## src/rtl/level_sequencer.sv

```systemverilog
// Game-flow sequencer: tracks level, lives, inter-level transition delay and
// post-hit invulnerability, and drives the per-level select code.
module level_sequencer #(
  parameter int unsigned TRANSITION_FRAMES   = 120,
  parameter int unsigned LIVES               = 3,
  parameter int unsigned HIT_COOLDOWN_FRAMES = 60
) (
  input  logic       clk,
  input  logic       reset,
  input  logic       startOfFrame,
  input  logic       startGame,
  input  logic       levelComplete,
  input  logic       playerHit,
  output logic [1:0] levelCode,
  output logic [2:0] lives,
  output logic       levelStartPulse,
  output logic       transitionActive,
  output logic       gameWon,
  output logic       gameOver
);

  localparam int unsigned CNT_W   = 8;
  localparam int unsigned LIVES_W = 3;

  localparam logic [CNT_W-1:0]   TRANS_LOAD = CNT_W'(TRANSITION_FRAMES);
  localparam logic [CNT_W-1:0]   COOL_LOAD  = CNT_W'(HIT_COOLDOWN_FRAMES);
  localparam logic [LIVES_W-1:0] LIVES_INIT = LIVES_W'(LIVES);

  typedef enum logic [2:0] {
    IDLE    = 3'd0,
    PLAY1   = 3'd1,
    TRANS12 = 3'd2,
    PLAY2   = 3'd3,
    WON     = 3'd4,
    LOST    = 3'd5
  } state_t;

  state_t             state, state_next;
  logic [CNT_W-1:0]   frame_cnt, frame_next;
  logic [CNT_W-1:0]   cool_cnt, cool_next;
  logic [LIVES_W-1:0] lives_next;
  logic [1:0]         level_code_next;
  logic               start_pulse_next;
  logic               hit_counted;

  // Hits are ignored while invulnerable and lose to a simultaneous goal.
  assign hit_counted = playerHit && !levelComplete && (cool_cnt == '0);

  always_ff @(posedge clk) begin
    if (reset) begin
      state            <= IDLE;
      frame_cnt        <= '0;
      cool_cnt         <= '0;
      lives            <= LIVES_INIT;
      levelCode        <= 2'b00;
      levelStartPulse  <= 1'b0;
      transitionActive <= 1'b0;
      gameWon          <= 1'b0;
      gameOver         <= 1'b0;
    end else begin
      state            <= state_next;
      frame_cnt        <= frame_next;
      cool_cnt         <= cool_next;
      lives            <= lives_next;
      levelCode        <= level_code_next;
      levelStartPulse  <= start_pulse_next;
      transitionActive <= (state_next == TRANS12);
      gameWon          <= (state_next == WON);
      gameOver         <= (state_next == LOST);
    end
  end

  always_comb begin
    state_next = state;
    frame_next = frame_cnt;
    lives_next = lives;
    cool_next  = (startOfFrame && (cool_cnt != '0)) ? cool_cnt - CNT_W'(1) : cool_cnt;

    case (state)
      IDLE: begin
        lives_next = LIVES_INIT;
        if (startGame) begin
          state_next = PLAY1;
          cool_next  = '0;
        end
      end
      PLAY1, PLAY2: begin
        if (levelComplete) begin
          if (state == PLAY1) begin
            state_next = TRANS12;
            frame_next = TRANS_LOAD;
          end else begin
            state_next = WON;
          end
        end else if (hit_counted) begin
          cool_next = COOL_LOAD;
          if (lives <= LIVES_W'(1)) begin
            lives_next = '0;
            state_next = LOST;
          end else begin
            lives_next = lives - LIVES_W'(1);
          end
        end
      end
      TRANS12: begin
        if (startOfFrame && (frame_cnt != '0)) begin
          frame_next = frame_cnt - CNT_W'(1);
          if (frame_cnt == CNT_W'(1)) begin
            state_next = PLAY2;
            cool_next  = '0;
          end
        end
      end
      WON, LOST: begin
        if (startGame) begin
          state_next = PLAY1;
          lives_next = LIVES_INIT;
          cool_next  = '0;
        end
      end
      default: state_next = IDLE;
    endcase

    // Codes 10/11 tell the bitmap muxes to hold their last level selection.
    case (state_next)
      PLAY2:        level_code_next = 2'b01;
      TRANS12, WON: level_code_next = 2'b10;
      LOST:         level_code_next = 2'b11;
      default:      level_code_next = 2'b00;
    endcase

    start_pulse_next = ((state_next == PLAY1) || (state_next == PLAY2)) && (state_next != state);
  end

endmodule

```

## config.mk

```make
export PLATFORM = sky130hd
export DESIGN_NAME = level_sequencer
export DESIGN_NICKNAME = d
export VERILOG_FILES = /design/src/rtl/level_sequencer.sv
export SDC_FILE = /design/constraint.sdc
export NUM_CORES = 1
export LEC_CHECK = 0
export BUFFER_PORTS_ARGS = -buffer_cell sky130_fd_sc_hd__buf_2
export CORE_MARGIN = 1.5
export CORE_UTILIZATION = 61
export DETAILED_ROUTE_END_ITERATION = 12
export PLACE_DENSITY_LB_ADDON = 0.15
export SYNTH_ARGS = -nofsm -noshare
export SYNTH_HDL_FRONTEND = slang
export SYNTH_SLANG_ARGS = --single-unit
```

## constraint.sdc

```tcl
create_clock -name clk -period 6.37 [get_ports clk]
set_input_delay 0 -clock clk [delete_from_list [all_inputs] [get_ports clk]]
set_output_delay 0 -clock clk [all_outputs]
set_load 0.05 [all_outputs]
```

==> results summary <==
The worst setup path is captured at a flop. Measured along the y axis, the die boundary spans 51.53 um. TritonCTS built the clock tree. The fraction of final layout cells sized beyond drive strength 1 came out at 14.12%.

The areal power density over the cells is 331.4 nW/um^2. The number of top-level design ports came out at 15. The total clock sinks is 28.

The region available for standard cell placement spans between 2000 and 2500 sq um. Global routing used roughly 22% of the available tracks across all layers. The startpoint class of the critical path is a flop.

The part of the total power dissipated in sequential elements came out at 42.7%. The largest net degree at the start of global routing came out at 21. The number of buffers between clock root and the deepest sink came out at 2. The number of design-rule violations left by the first detailed-router iteration came out at 17. The worst hold path depth is 4.

The combinational share of power came out at a little over 40%. The count of buffers from port buffering came out at 14. The pre-CTS setup slack is approximately 4.0 ns. 0 antenna diodes ended up in the layout.

The worst slew slack as a fraction of its limit came out at between 50 and 60%. The x dimension of the die is about 50 um. Once detail routing completed, the nets flagged for antenna violations numbered 0. The worst register-to-register path begins at cool_cnt[0]$_SDFF_PP0_. The worst clock skew is between 0.004 and 0.005 ns. The endpoint identified for the worst register-to-register timing path is lives[2]$_SDFFE_PP0P_. The leakage dissipation came out at 0.6196 nW. The final-layout fill cell count came out at 189.

For this run, design rule violations remaining after detail routing come to 0. Derived from the worst setup path, the maximum achievable clock frequency is around 420 MHz. The final weighted congestion of routability-driven global placement is approximately 0.86. Counting I/O delays and the setup requirement, the final critical path takes roughly 2.4 ns. The tree is rooted in a clkbuf_4.

VDD sags by at most approximately 0.26 mV. The internal power consumption is approximately 0.32 mW. The cell area after synthesis is around 1400 sq um. The flow ran to the end, and the final reports show no timing, DRC or antenna violations. The length of the first detailed-routing pass in iterations came out at 4.

In the final design database the tool counted 190 nets. The initial antenna violation count is 0. The number of vias per cell is 5.956. The type of the most critical hold path is in -> reg. Along the worst path, the maximum fanout reaches 5.

Compared with the post-synthesis result, the final layout area differs by 8.537%. The total CTS buffers is 3. The setup TNS after final layout is 0 ns. Of the total power, the clock network draws between 10% and 20%. For the worst setup path, the data arrival time is around 2.7 ns. The effective utilization at floorplan is roughly 65%. The number of buffers inserted by post-CTS setup repair came out at 0.

The number of core rows is 17. Setup violations remaining at the end of the flow were counted as 0. The final cycle utilization of the critical path is 37.20%.

The final number of hold-violating endpoints was 0. The number of H-tree branching levels came out at 1. The cell count after synthesis is 164.

The via count of the first global-routing pass was between 1000 and 1500. Setup repair after global routing left no endpoint under its margin. The net count of the mapped netlist came out at 176. The die covers between 2000 and 3000 sq um. Following the worst setup path forward leads to its endpoint at lives[2]$_SDFFE_PP0P_. The worst setup path is of the reg -> reg kind. The distinct cell type count of the synthesized netlist is 45. The register bit total from synthesis is 28. The number of gates given a new drive strength after cts is 0. The number of pins with negative max-slew slack in the final report is 0. The first global-routing pass estimated roughly 4500 um of wire. The post-detailed-placement half-perimeter wirelength came out at 2057 um. The share of total power consumed by net switching is 37.13%. The required time at the worst-slack endpoint came out at ~6.7 ns. The hold-fix buffer count after cts came out at 0. The number of maximum-capacitance constraint violations came out at 0. The wire length per cell after detailed routing came out at between 10 and 15 um. At the pin with the least slew margin, the transition time is 0.6816 ns. The critical path starts at cool_cnt[0]$_SDFF_PP0_. For this run, the number of Yosys warnings is 0. The count of vias placed by the detailed router is 1221. In this run the power spent charging and discharging nets is about 0.19 mW. The source-to-sink clock delay at the later pin of the worst-skew pair is between 0.3 and 0.4 ns. The CTS clock-pin slew for the worst setup and hold paths is around 0.15 ns. For the worst flop-to-flop path, the logic depth is 7.

The portion of the post-synthesis area used by sequential elements is between 30% and 40%. Setup slack on the critical path of the routed design comes to 4.000 ns. The power consumption came out at approximately 0.52 mW. Summed over all layers, the global routing overflow is 0. The mean instance size in the synthesized netlist came out at between 8 and 9 sq um. The setup slack of the most critical reg-to-reg path came out at between 4 and 5 ns. The detailed-route wire length came out at about 2800 um.
state kept, by name, summed over array words and instances (netlist names):
signal,count
frame_cnt,8
transitionActive,1
levelStartPulse,1
gameOver,1
lives,3
cool_cnt,8
gameWon,1
state,3
levelCode,2
power by group through the flow:
stage / combinational, mW / clock, mW / sequential (mW)
after floorplan: 0.167 / 0 / 0.225
after global placement: 0.201 / 0 / 0.222
after detailed placement: 0.207 / 0 / 0.224
after CTS: 0.209 / 0.0890 / 0.220
after global routing: 0.234 / 0.0967 / 0.222
final: 0.209 / 0.0875 / 0.220
cell usage in the layout, fill, tap and decap left out, drive strengths merged, types with 4 or more instances in the layout:
cell type	synthesis	final
nor2	18	18
buf	0	14
nor2b	6	6
nand2b	5	5
xor2	6	6
a21oi	13	13
o21ai	6	6
nand2	6	6
nor3	6	6
xnor2	5	5
dfxtp	28	28
ha	6	6
clkbuf	5	4
nand3	4	4
inv	9	9
kinds of logic (layout without fill, tap and decap cells):
kind of cell,after synthesis,after routing,share of synthesized area [%]
buf+inv,14,27,3.659
simple gates,65,65,25.61
xor+xnor,11,11,6.707
mux,4,4,2.875
flops,28,28,39.02
fa+ha+maj,6,6,5.226
compound gates,36,36,16.90
critical path, stage by stage (launching register included):
cell     delay [ns]
dfxtp_1        0.33
inv_1          0.09
ha_1           0.19
or3b_2         0.49
or4b_4         0.57
o21a_4         0.16
or3_1          0.36
a21oi_1        0.12
cell usage after synthesis:
| master | count | area, sq um |
|---|---|---|
| nor4bb_1 | 1 | 10.01 |
| o22a_1 | 1 | 8.760 |
| or4b_4 | 1 | 13.76 |
| o21a_4 | 1 | 15.01 |
| nand3_1 | 4 | 20.02 |
| nand4b_1 | 2 | 17.52 |
| nand2b_1 | 5 | 31.28 |
| a31o_2 | 1 | 8.760 |
| or4_1 | 2 | 15.01 |
| or4_4 | 1 | 11.26 |
| o2111ai_1 | 1 | 8.760 |
| nand2_1 | 6 | 22.52 |
| or3b_2 | 1 | 8.760 |
| or3_1 | 3 | 18.77 |
| o21bai_1 | 2 | 15.01 |
| nand3b_1 | 3 | 22.52 |
| xor2_1 | 6 | 52.55 |
| a32o_1 | 1 | 10.01 |
| xnor2_1 | 5 | 43.79 |
| a21boi_1 | 1 | 7.510 |
| a2bb2oi_1 | 1 | 8.760 |
| a32oi_1 | 1 | 8.760 |
| a22oi_1 | 1 | 7.510 |
| a31oi_1 | 1 | 6.260 |
| nor2_1 | 18 | 67.56 |
| nor3_1 | 6 | 30.03 |
| dfxtp_1 | 28 | 560.5 |
| nor3b_1 | 1 | 7.510 |
| a211o_1 | 1 | 8.760 |
| mux2i_1 | 3 | 30.03 |
| o21ai_1 | 1 | 5.000 |
| a2111oi_0 | 1 | 8.760 |
| a21oi_1 | 13 | 65.06 |
| o21ai_0 | 5 | 25.02 |
| mux2_2 | 1 | 11.26 |
| inv_1 | 9 | 33.78 |
| o21ba_2 | 1 | 10.01 |
| ha_1 | 6 | 75.07 |
| o22ai_1 | 1 | 6.260 |
| and4_1 | 1 | 8.760 |
| a41oi_1 | 1 | 8.760 |
| nor4_1 | 2 | 12.51 |
| nor2b_1 | 6 | 37.54 |
| and2_1 | 2 | 12.51 |
| clkbuf_1 | 5 | 18.77 |
worst min path at each step:
stage,from,end
global route,startOfFrame,cool_cnt[2]$_SDFF_PP0_
global placement,startOfFrame,cool_cnt[2]$_SDFF_PP0_
detailed placement,startOfFrame,cool_cnt[2]$_SDFF_PP0_
CTS,startOfFrame,cool_cnt[2]$_SDFF_PP0_
finish,startOfFrame,cool_cnt[2]$_SDFF_PP0_
floorplan,startOfFrame,cool_cnt[2]$_SDFF_PP0_
per-layer routing:
metal	GRT usage, %	vias up	wire, um
met5	0	-	0
met4	8.772	0	34
met3	2.874	4	83
met2	40.38	19	1397
met1	26.37	590	1280
li1	-	608	-
stage by stage:
| stage | instances | hold WS [ns] | cell area [sq um] | util (%) |
|---|---|---|---|---|
| detailed placement | 201 | 0.3853 | 1523 | 68.83 |
| global placement | 201 | 0.3744 | 1523 | 68.83 |
| CTS | 205 | 0.006232 | 1559 | 70.48 |
| finish | 205 | 0.007860 | 1559 | 70.48 |
| floorplan | 164 | 0.2008 | 1436 | - |
| global route | 205 | 0.02251 | 1559 | 70.48 |
cell type report:
type / count / area [sq um] / share of cell area [%]
clock buffer: 4 / 36.28 / 2.327
timing repair buffer: 14 / 70.07 / 4.494
sequential: 28 / 560.5 / 35.95
multi-input combinational: 122 / 823.3 / 52.81
inverter: 9 / 33.78 / 2.167
tap: 28 / 35.03 / 2.247
Power figures use the tool's default switching activity.
